$ cat config.mk
export PLATFORM = sky130hd
export DESIGN_NAME = lcd_frac_clkdiv
export DESIGN_NICKNAME = d
export VERILOG_FILES = /design/src/rtl/lcd_frac_clkdiv.sv
export SDC_FILE = /design/constraint.sdc
export NUM_CORES = 1
export LEC_CHECK = 0
export ABC_AREA = 1
export ABC_CLOCK_PERIOD_IN_PS = 8850
export BUFFER_PORTS_ARGS = -buffer_cell sky130_fd_sc_hd__buf_4
export CORE_ASPECT_RATIO = 1.2
export CORE_MARGIN = 5
export CORE_UTILIZATION = 55
export DETAILED_ROUTE_END_ITERATION = 16
export GPL_TIMING_DRIVEN = 0
export PLACE_DENSITY = 0.73
export SYNTH_ARGS = -nofsm -noshare
export SYNTH_HDL_FRONTEND = slang
export SYNTH_SLANG_ARGS = --single-unit
$ cat constraint.sdc
create_clock -name hclkin -period 8.85 [get_ports hclkin]
set_input_delay 0.885 -clock hclkin [delete_from_list [all_inputs] [get_ports hclkin]]
set_output_delay 0.885 -clock hclkin [all_outputs]
set_load 0.05 [all_outputs]
$ cat src/rtl/lcd_frac_clkdiv.sv
// lcd_frac_clkdiv: fractional clock-enable generator for the LCD pixel path.
// A first-order phase accumulator emits a single-cycle clk_en strobe at an
// average rate of NUM/DEN per hclkin cycle. Ratio updates are handshaked in,
// held pending, and applied only on a period boundary so no runt period occurs.
// Optional macro LCD_FRAC_CLKDIV_CLKDIV_OUT_EN builds the near-50% clk_div
// level; without it clk_div is tied low.
module lcd_frac_clkdiv #(
    parameter int ACC_W   = 16,
    parameter int DEF_NUM = 2,
    parameter int DEF_DEN = 7
) (
    input  logic             hclkin,
    input  logic             reset,
    input  logic             enable,
    input  logic             cfg_valid,
    input  logic [ACC_W-1:0] cfg_num,
    input  logic [ACC_W-1:0] cfg_den,
    output logic             cfg_ready,
    output logic             cfg_applied,
    output logic             cfg_err,
    output logic             clk_en,
    output logic             clk_div
);

    // A ratio is usable only when 0 < num <= den (which also excludes den = 0).
    function automatic logic ratio_legal(input logic [ACC_W-1:0] n, input logic [ACC_W-1:0] d);
        return (n != '0) && (n <= d);
    endfunction

    logic [ACC_W-1:0] acc_q, acc_d;
    logic [ACC_W-1:0] num_q, num_d;
    logic [ACC_W-1:0] den_q, den_d;
    logic [ACC_W-1:0] pnum_q, pnum_d;
    logic [ACC_W-1:0] pden_q, pden_d;
    logic             pend_q, pend_d;
    logic             clk_en_q, clk_en_d;
    logic             applied_q, applied_d;
    logic             err_q, err_d;

    logic [ACC_W:0]   sum;
    logic [ACC_W-1:0] acc_wrap;
    logic             strobe;
    logic             xfer;
    logic             apply;

    // Accumulator step, handshake decode and apply-point selection.
    always_comb begin
        acc_d     = acc_q;
        num_d     = num_q;
        den_d     = den_q;
        pnum_d    = pnum_q;
        pden_d    = pden_q;
        pend_d    = pend_q;
        // One extra bit keeps acc + num exact; the wrapped value always fits
        // back in ACC_W bits because it is strictly below den.
        sum       = {1'b0, acc_q} + {1'b0, num_q};
        acc_wrap  = acc_q + num_q - den_q;
        strobe    = enable && (sum >= {1'b0, den_q});
        xfer      = cfg_valid && !pend_q;
        // pend_q is the registered flag, so a ratio accepted on a strobe
        // cycle waits for the following boundary.
        apply     = pend_q && (strobe || !enable);
        clk_en_d  = strobe;
        applied_d = apply;
        err_d     = xfer && !ratio_legal(cfg_num, cfg_den);

        if (!enable) begin
            acc_d = '0;
        end else if (strobe) begin
            acc_d = acc_wrap;
        end else begin
            acc_d = sum[ACC_W-1:0];
        end

        if (apply) begin
            num_d  = pnum_q;
            den_d  = pden_q;
            acc_d  = '0;
            pend_d = 1'b0;
        end

        if (xfer && ratio_legal(cfg_num, cfg_den)) begin
            pend_d = 1'b1;
            pnum_d = cfg_num;
            pden_d = cfg_den;
        end
    end

    // State and registered outputs; reset drops any pending ratio.
    always_ff @(posedge hclkin) begin
        if (reset) begin
            acc_q     <= '0;
            num_q     <= ACC_W'(DEF_NUM);
            den_q     <= ACC_W'(DEF_DEN);
            pnum_q    <= '0;
            pden_q    <= '0;
            pend_q    <= 1'b0;
            clk_en_q  <= 1'b0;
            applied_q <= 1'b0;
            err_q     <= 1'b0;
        end else begin
            acc_q     <= acc_d;
            num_q     <= num_d;
            den_q     <= den_d;
            pnum_q    <= pnum_d;
            pden_q    <= pden_d;
            pend_q    <= pend_d;
            clk_en_q  <= clk_en_d;
            applied_q <= applied_d;
            err_q     <= err_d;
        end
    end

    assign cfg_ready   = !pend_q;
    assign cfg_applied = applied_q;
    assign cfg_err     = err_q;
    assign clk_en      = clk_en_q;

`ifdef LCD_FRAC_CLKDIV_CLKDIV_OUT_EN
    logic             clk_div_q, clk_div_d;
    logic [ACC_W:0]   half_den;

    // Divided level: high while the upcoming phase sits in the lower half of the period.
    always_comb begin
        half_den  = ({1'b0, den_d} + {{ACC_W{1'b0}}, 1'b1}) >> 1;
        clk_div_d = enable && ({1'b0, acc_d} < half_den);
    end

    // Register the divided level alongside clk_en.
    always_ff @(posedge hclkin) begin
        if (reset) begin
            clk_div_q <= 1'b0;
        end else begin
            clk_div_q <= clk_div_d;
        end
    end

    assign clk_div = clk_div_q;
`else
    assign clk_div = 1'b0;
`endif

endmodule

==> metrics.cfg, run 1 <==
[status]
status = complete, no violations

[drt]
dr.pass1.iters = 4
viasPerCell = 5.09
num_vias = 5471
avgRoutedWirePerCell_um = 13.3
drc = 0
drtIter0Drc = 214
ant_nets = 0
routed_wl_um = 14300

[synth]
synth.distinct_cells = 38
synth_top_area_cell = dfxtp_1
yosysWarnings = 0
syn-num-nets = 1004
ys.flop_type = dfxtp_1
ys_seq_elements = 84
async_reset_ff_frac = 0
avgSynthCellArea_sq_um = 6.92
synth_edf_count = 0
syn_area_sq_um = 6150
synth_cells = 888
synth.area.top_cells = dfxtp_1, ha_1, inv_1, nand2_1, a21oi_1
synthDominantCellAreaShare = 0.274
seq_area_frac_synth = 0.274

[cts]
cts_root_buf = clkbuf_16
htree_num_levels = 3
holdBufCountCts = 0
clk_pin_slew_worst_paths_ns = 0.06
cts_tree = done
clock_latency_ns = 0.33
numCtsBuffers = 9
cts_setup_buffers = 0
clock-sinks = 84
cts_max_path_buffers = 2
cts_resized = 0

[timing]
finalSetupViolCount = 0
rsz0062_at_grt = no
final_hold_viol_count = 0
worst_pin_slew_ns = 0.602
drv_slew = 0
max_slew_margin = 0.599
fin_skew_ns = 0.00721
fin_crit_sh = 0.436
tns_ns = 0
max_freq_mhz = 259
fin_crit_ns = 3.86

[final_layout]
fillers = 1058
diodes = 0
syn_to_final_growth_pct = 12.0
fin_nets = 1054
drive_gt1_frac = 0.0838

[placed_design]
gp_congestion = 0.905
io_buffers = 39
dp_hpwl_um = 12000

[critical_path]
worst-path-max-fanout = 10
endpoint_kind = flip-flop
cp_num_buf_inv = 2
crit_required_ns = 9.07
critical_path.slowest_cell = ha_1
cp_top_family = simple AND/OR/NAND/NOR gates
slowest_delay_ns = 0.36
path_common_cell = nand2_1
path_class = flip-flop to flip-flop
cp.arrival_ns = 4.09
startpoint_type = flip-flop
path_cells = ha_1 > nand3_1 > nand2_1 > a21oi_1 > o21ai_1 > nand2_1 > o21ai_1 > xor2_1 > inv_1 > ha_1 > nand2_1 > nor2_1 > a211oi_1 > nand2_1 > nand2_1 > nand2_1 > nand2_1 > nand2_2 > nand2_4 > buf_6 > nand2_1 > nand2_1 > nor2_1

[job]
maxCapViolCount = 0

[worst_hold_path]
min_path_type = flip-flop to flip-flop

[grt]
grt_pass1_vias = 5299
grt_antenna_before_repair = 0
overflow = 0
grt_max_degree = 15
gr-usage-all-layers = 0.223
grt_pass1_wl_um = 24300

[power]
power_density_nw_per_um2 = 367
power.total_mw = 2.53
ir_drop_mv = 0.138
p_leak_nw = 3.50

[floorplanning]
die_h_um = 126
fp.dieArea_sq_um = 13400
core_sq_um = 11000
pin_count = 41
die_w_um = 107
start_util = 0.560
rows = 42

-- cell families after synthesis --
family	Yosys count	synth area share
compound gates	159	0.142
xor+xnor	27	0.0385
fa+ha+maj	80	0.182
buf+inv	212	0.134
flops	84	0.274
other cells	1	0.000610
simple gates	325	0.228
-- stage by stage --
stage	worst slack [ns]	cells	util	instance area [sq um]	hold WS, ns
global placement	4.98	1059	0.602	6610	0.437
detailed placement	4.96	1059	0.602	6610	0.445
floorplan	5.67	888	-	6150	0.424
global route	4.70	1075	0.627	6890	0.476
finish	4.99	1075	0.627	6890	0.449
CTS	4.95	1075	0.627	6890	0.455
-- registers in the layout, summed over array words and instances (netlist names) --
| name | flops |
|---|---|
| acc_q | 16 |
| clk_en | 1 |
| num_q | 16 |
| den_q | 16 |
| cfg_applied | 1 |
| pend_q | 1 |
| pnum_q | 16 |
| pden_q | 16 |
| cfg_err | 1 |
-- layer usage --
metal,vias up,global-route usage,routed length (um)
met5,-,0,0
met4,0,0.0677,282
met3,17,0.0287,541
met2,108,0.420,7400
met1,2424,0.262,6060
li1,2922,-,-
-- worst register-to-register path: stages, from the launching register on --
cell and delay (ns):
dfxtp_1 0.34, ha_1 0.36, nand3_1 0.09, nand2_1 0.11, a21oi_1 0.14, o21ai_1 0.32
nand2_1 0.15, o21ai_1 0.17, xor2_1 0.21, inv_1 0.07, ha_1 0.27, nand2_1 0.09
nor2_1 0.05, a211oi_1 0.29, nand2_1 0.10, nand2_1 0.07, nand2_1 0.05, nand2_1 0.15
nand2_2 0.20, nand2_4 0.19, buf_6 0.17, nand2_1 0.06, nand2_1 0.07, nor2_1 0.05
-- where the power goes --
part / switching [mW] / internal [mW] / total (mW)
combinational: 1.04 / 0.612 / 1.65
clock: 0.154 / 0.197 / 0.351
sequential: 0.0677 / 0.459 / 0.527
total: 1.26 / 1.27 / 2.53
-- path summary, 6_finish.rpt --
check / start / to / slack (ns) / cells past startpoint
max reg2reg: num_q[2] / acc_q[14] / 4.99 / 23
min reg2reg: pnum_q[1] / pnum_q[1] / 0.45 / 2
min: pnum_q[1] / pnum_q[1] / 0.45 / 2
max: num_q[2] / acc_q[14] / 4.99 / 23
-- layout by cell type (no fill, tap or decap), types with 2 or more instances in the layout --
master and instances:
inv_1 179, nand2_1 159, a21oi_1 94, dfxtp_1 84
nor2_1 73, nand3_1 66, ha_1 64, o21ai_0 44
buf_4 40, clkbuf_1 16, xor2_1 16, fa_1 16
xnor2_1 11, buf_2 9, nand3b_1 9, clkbuf_16 9
buf_1 5, nand4_1 5, nor4_1 4, o21bai_1 3
nand2_2 3, a211oi_1 3, clkinv_2 3, nor3_1 2
o21ai_1 2, a21oi_2 2, a31oi_1 2, nand2_4 2
buf_6 2, a21boi_0 2, clkinv_4 2
-- cell type report --
class | count | area, sq um | area share
plain buffers | 33 | 154 | 0.0224
well taps | 132 | 165 | 0.0240
multi-input cells | 592 | 3640 | 0.529
clock buffers | 10 | 239 | 0.0347
repair buffers | 39 | 293 | 0.0425
flip-flops and latches | 84 | 1680 | 0.244
inverters | 179 | 672 | 0.0976
clock inverters | 6 | 40.0 | 0.00582
-- cell usage after synthesis, types with 3 or more instances --
cell,number
nand4_1,5
buf_1,5
ha_1,64
xor2_1,16
nor4_1,4
buf_2,9
nand3b_1,9
nand3_1,66
inv_1,179
xnor2_1,11
clkbuf_1,16
a21oi_1,94
nand2_1,159
nor2_1,73
a211oi_1,3
fa_1,16
o21ai_0,44
nand2_2,3
o21bai_1,3
dfxtp_1,84
Note: power is estimated with default switching activity, not from simulation.
==> run 2, diff against run 1 <==
ABC_AREA = 0   (was 1)
ABC_CLOCK_PERIOD_IN_PS = 4000   (was 8850)
PLACE_DENSITY = 0.74   (was 0.73)
clock period = 4 ns   (was 8.85 ns; I/O delays follow)
==> metrics.cfg, run 2 <==
[status]
status = complete, no violations

[power]
p_switching_mw = 1.82  ; +44%
pwr-share-seq = 0.224  ; +0.016
combPwrFrac = 0.589  ; -0.064
power.total_mw = 4.57  ; +81%
switching_share = 0.398  ; -0.0997
p_leak_nw = 3.46  ; -1.0%
clock_power_share = 0.186  ; +0.047
ir_drop_mv = 0.289  ; +110%
power_density_nw_per_um2 = 626  ; +70%
power.internal_mw = 2.75  ; +120%

[job]
maxCapViolCount = 0  ; unchanged

[timing]
fin_crit_ns = 3.99  ; +0.125 ns
max_slew_margin = 0.646  ; +0.0472
finalSetupViolCount = 0  ; unchanged
worst_pin_slew_ns = 0.531  ; -0.0708 ns
final_hold_viol_count = 0  ; unchanged
whs_ns = 0.328  ; -0.121 ns
drv_slew = 0  ; unchanged
setup_ws_ns = 0.0140  ; -4.98 ns
rsz0062_at_grt = yes
max_freq_mhz = 251  ; -3.1%
fin_crit_sh = 0.996  ; +0.560
fin_skew_ns = 0.00627  ; -0.000940 ns

[synth]
synthTopCellsByCount = inv_1, dfxtp_1, mux2i_1, nand2b_1, nor2_1
synth.distinct_cells = 55  ; +45%
seq_area_frac_synth = 0.279  ; +0.00597
async_reset_ff_frac = 0  ; unchanged
syn-num-nets = 802  ; -20%
synthDominantCellAreaShare = 0.279  ; +0.00597
yosysWarnings = 0  ; unchanged
synth_top_area_cell = dfxtp_1
synth_cells = 686  ; -23%
ys.flop_type = dfxtp_1
synth.area.top_cells = dfxtp_1, ha_1, mux2i_1, nand2b_1, inv_1
syn_area_sq_um = 6020  ; -2.1%
avgSynthCellArea_sq_um = 8.77  ; +27%
yosysMostFrequentCell = inv_1
synth_edf_count = 0  ; unchanged
ys_seq_elements = 84  ; unchanged

[grt]
grt_pass1_wl_um = 23100  ; -4.7%
gr-usage-all-layers = 0.216  ; -0.00704
grt_pass1_vias = 5029  ; -5.1%
overflow = 0  ; unchanged
grt_antenna_before_repair = 0  ; unchanged
grt.busiest_layer = met2
grtUsageMet2 = 0.381  ; -0.0394
grt_max_degree = 16  ; +1
grt_use_met1 = 0.259  ; -0.00288
gr-usage-met3 = 0.0337  ; +0.00504

[critical_path]
crit_required_ns = 4.21  ; -4.86 ns
path_class = flip-flop to flip-flop
endpoint_kind = flip-flop
r2r-start = num_q[7]
critical_path.slowest_cell = a221o_1
worst-path-max-fanout = 9  ; -1
path_cells = ha_2 > and4_1 > and3_1 > a221o_1 > o41ai_2 > xnor2_1 > ha_2 > or3_4 > a221oi_4 > o221ai_4 > o21ai_4 > buf_12 > buf_8 > mux2i_1 > nor2_1
slowest_delay_ns = 0.39  ; +0.03 ns
r2r_end = num_q[8]
reg2regPathDepth = 15  ; -35%
reg2reg_slack_ns = 0.01  ; -4.98 ns
startpoint_type = flip-flop
cp.arrival_ns = 4.20  ; +0.11 ns
path_common_cell = ha_2

[cts]
clock_latency_ns = 0.35  ; +0.02 ns
numCtsBuffers = 9  ; unchanged
cts_tree = done
htree_num_levels = 3  ; unchanged
cts_max_path_buffers = 2  ; unchanged
cts_root_buf = clkbuf_16
clock-sinks = 84  ; unchanged
holdBufCountCts = 0  ; unchanged
clk_pin_slew_worst_paths_ns = 0.06  ; about the same

[floorplanning]
rows = 41  ; -2.4%
pin_count = 41  ; unchanged
fp.dieArea_sq_um = 13100  ; -2.0%
core_sq_um = 10600  ; -3.3%
start_util = 0.567  ; +0.00682
die_h_um = 125  ; -0.99%
die_w_um = 105  ; -0.98%

[final_layout]
drive_gt1_frac = 0.178  ; +0.0938
fin_nets = 878  ; -17%
layout.cells.non_filler = 895  ; -17%
fin_area_sq_um = 7290  ; +5.9%
syn_to_final_growth_pct = 21.2
fillers = 761  ; -28%
final_common_cell = inv_1
layout_common_cells = inv_1, dfxtp_1, mux2i_1, nand2b_1, nor2_1
diodes = 0  ; unchanged

[worst_hold_path]
hold_depth = 3  ; +1
hold_start = cfg_den[14]
min_path_type = input pin to flip-flop
holdPathEnd = pden_q[14]

[drt]
viasPerCell = 5.49  ; +7.8%
avgRoutedWirePerCell_um = 16.2  ; +22%
dr.pass1.iters = 5  ; +1
num_vias = 4910  ; -10%
routed_wl_um = 14500  ; +1.2%
ant_nets = 0  ; unchanged
drtIter0Drc = 178  ; -17%
drc = 0  ; unchanged

[placed_design]
dp_hpwl_um = 10800  ; -10%
dp_slack_ns = -0.338  ; -5.30 ns
io_buffers = 38  ; -2.6%
dpl_cell_area_sq_um = 6460  ; -2.2%
gp_congestion = 0.836  ; -7.6%
dp.cells = 853  ; -19%

-- run 2: cell families (layout without fill, tap and decap cells) --
family	after synthesis	after routing	share of synthesized area
AND/OR/NAND/NOR	193	193	0.165
buffers and inverters	123	203	0.0863
AO/OA/AOI/OAI	106	106	0.123
flip-flops	84	84	0.279
adder cells (fa/ha/maj)	80	80	0.186
multiplexers	73	73	0.121
XOR/XNOR	26	26	0.0378
other	1	1	0.000623
-- run 2: layout make-up --
cell class,count,area (sq um),area share
plain buffers,21,165,0.0226
clock buffers,9,225,0.0309
clock inverters,6,72.6,0.00995
inverters,102,383,0.0525
multi-input cells,479,4020,0.551
flip-flops and latches,84,1690,0.232
well taps,129,161,0.0221
repair buffers,65,577,0.0791
-- run 2: timing repair --
| item | CTS | global route |
|---|---|---|
| setup endpoints to repair | 50 | 49 |
| setup buffers | 9 | 15 |
| cloned | 1 | 2 |
| pin swaps | 21 | 20 |
| gates resized for setup | 31 | 23 |
-- run 2: layer usage --
layer | up-vias | wire, um | part of all wire
li1 | 2457 | - | -
met1 | 2297 | 6100 | 0.42
met2 | 119 | 7280 | 0.50
met3 | 37 | 628 | 0.043
met4 | 0 | 445 | 0.031
met5 | - | 0 | 0
-- run 2: worst max-delay path by stage --
stage / slack [ns] / depth (start not counted) / start / end
2_1_floorplan: 0.28 / 15 / acc_q[8] / den_q[10]
3_3_place_gp: -0.25 / 15 / num_q[1] / acc_q[11]
3_5_place_dp: -0.34 / 15 / num_q[1] / acc_q[6]
4_1_cts: -0.02 / 18 / num_q[0] / num_q[10]
5_1_grt: -0.16 / 18 / num_q[3] / den_q[4]
6_report: 0.01 / 15 / num_q[7] / num_q[8]
-- run 2: stage by stage --
stage,TNS (ns),utilization
detailed placement,-11.58,0.609
finish,0,0.687
floorplan,0,-
CTS,-0.0773,0.661
global placement,-7.76,0.609
global route,-4.70,0.687
-- run 2: critical path: cells and delay by family, from the launching register on --
kind / cells / cell delay, ns
buffers and inverters: 2 / 0.30
AO/OA/AOI/OAI: 5 / 1.42
adder cells (fa/ha/maj): 2 / 0.53
multiplexers: 1 / 0.21
XOR/XNOR: 1 / 0.15
flip-flops: 1 / 0.38
AND/OR/NAND/NOR: 4 / 0.85
-- run 2: power groups by stage --
stage	Combinational, mW	Clock, mW	Sequential, mW
2_1_floorplan	1.65	0	1.02
3_3_place_gp	2.05	0	1.02
3_5_place_dp	2.11	0	1.03
4_1_cts	2.36	0.859	1.02
5_1_grt	2.95	0.899	1.03
6_report	2.69	0.850	1.02
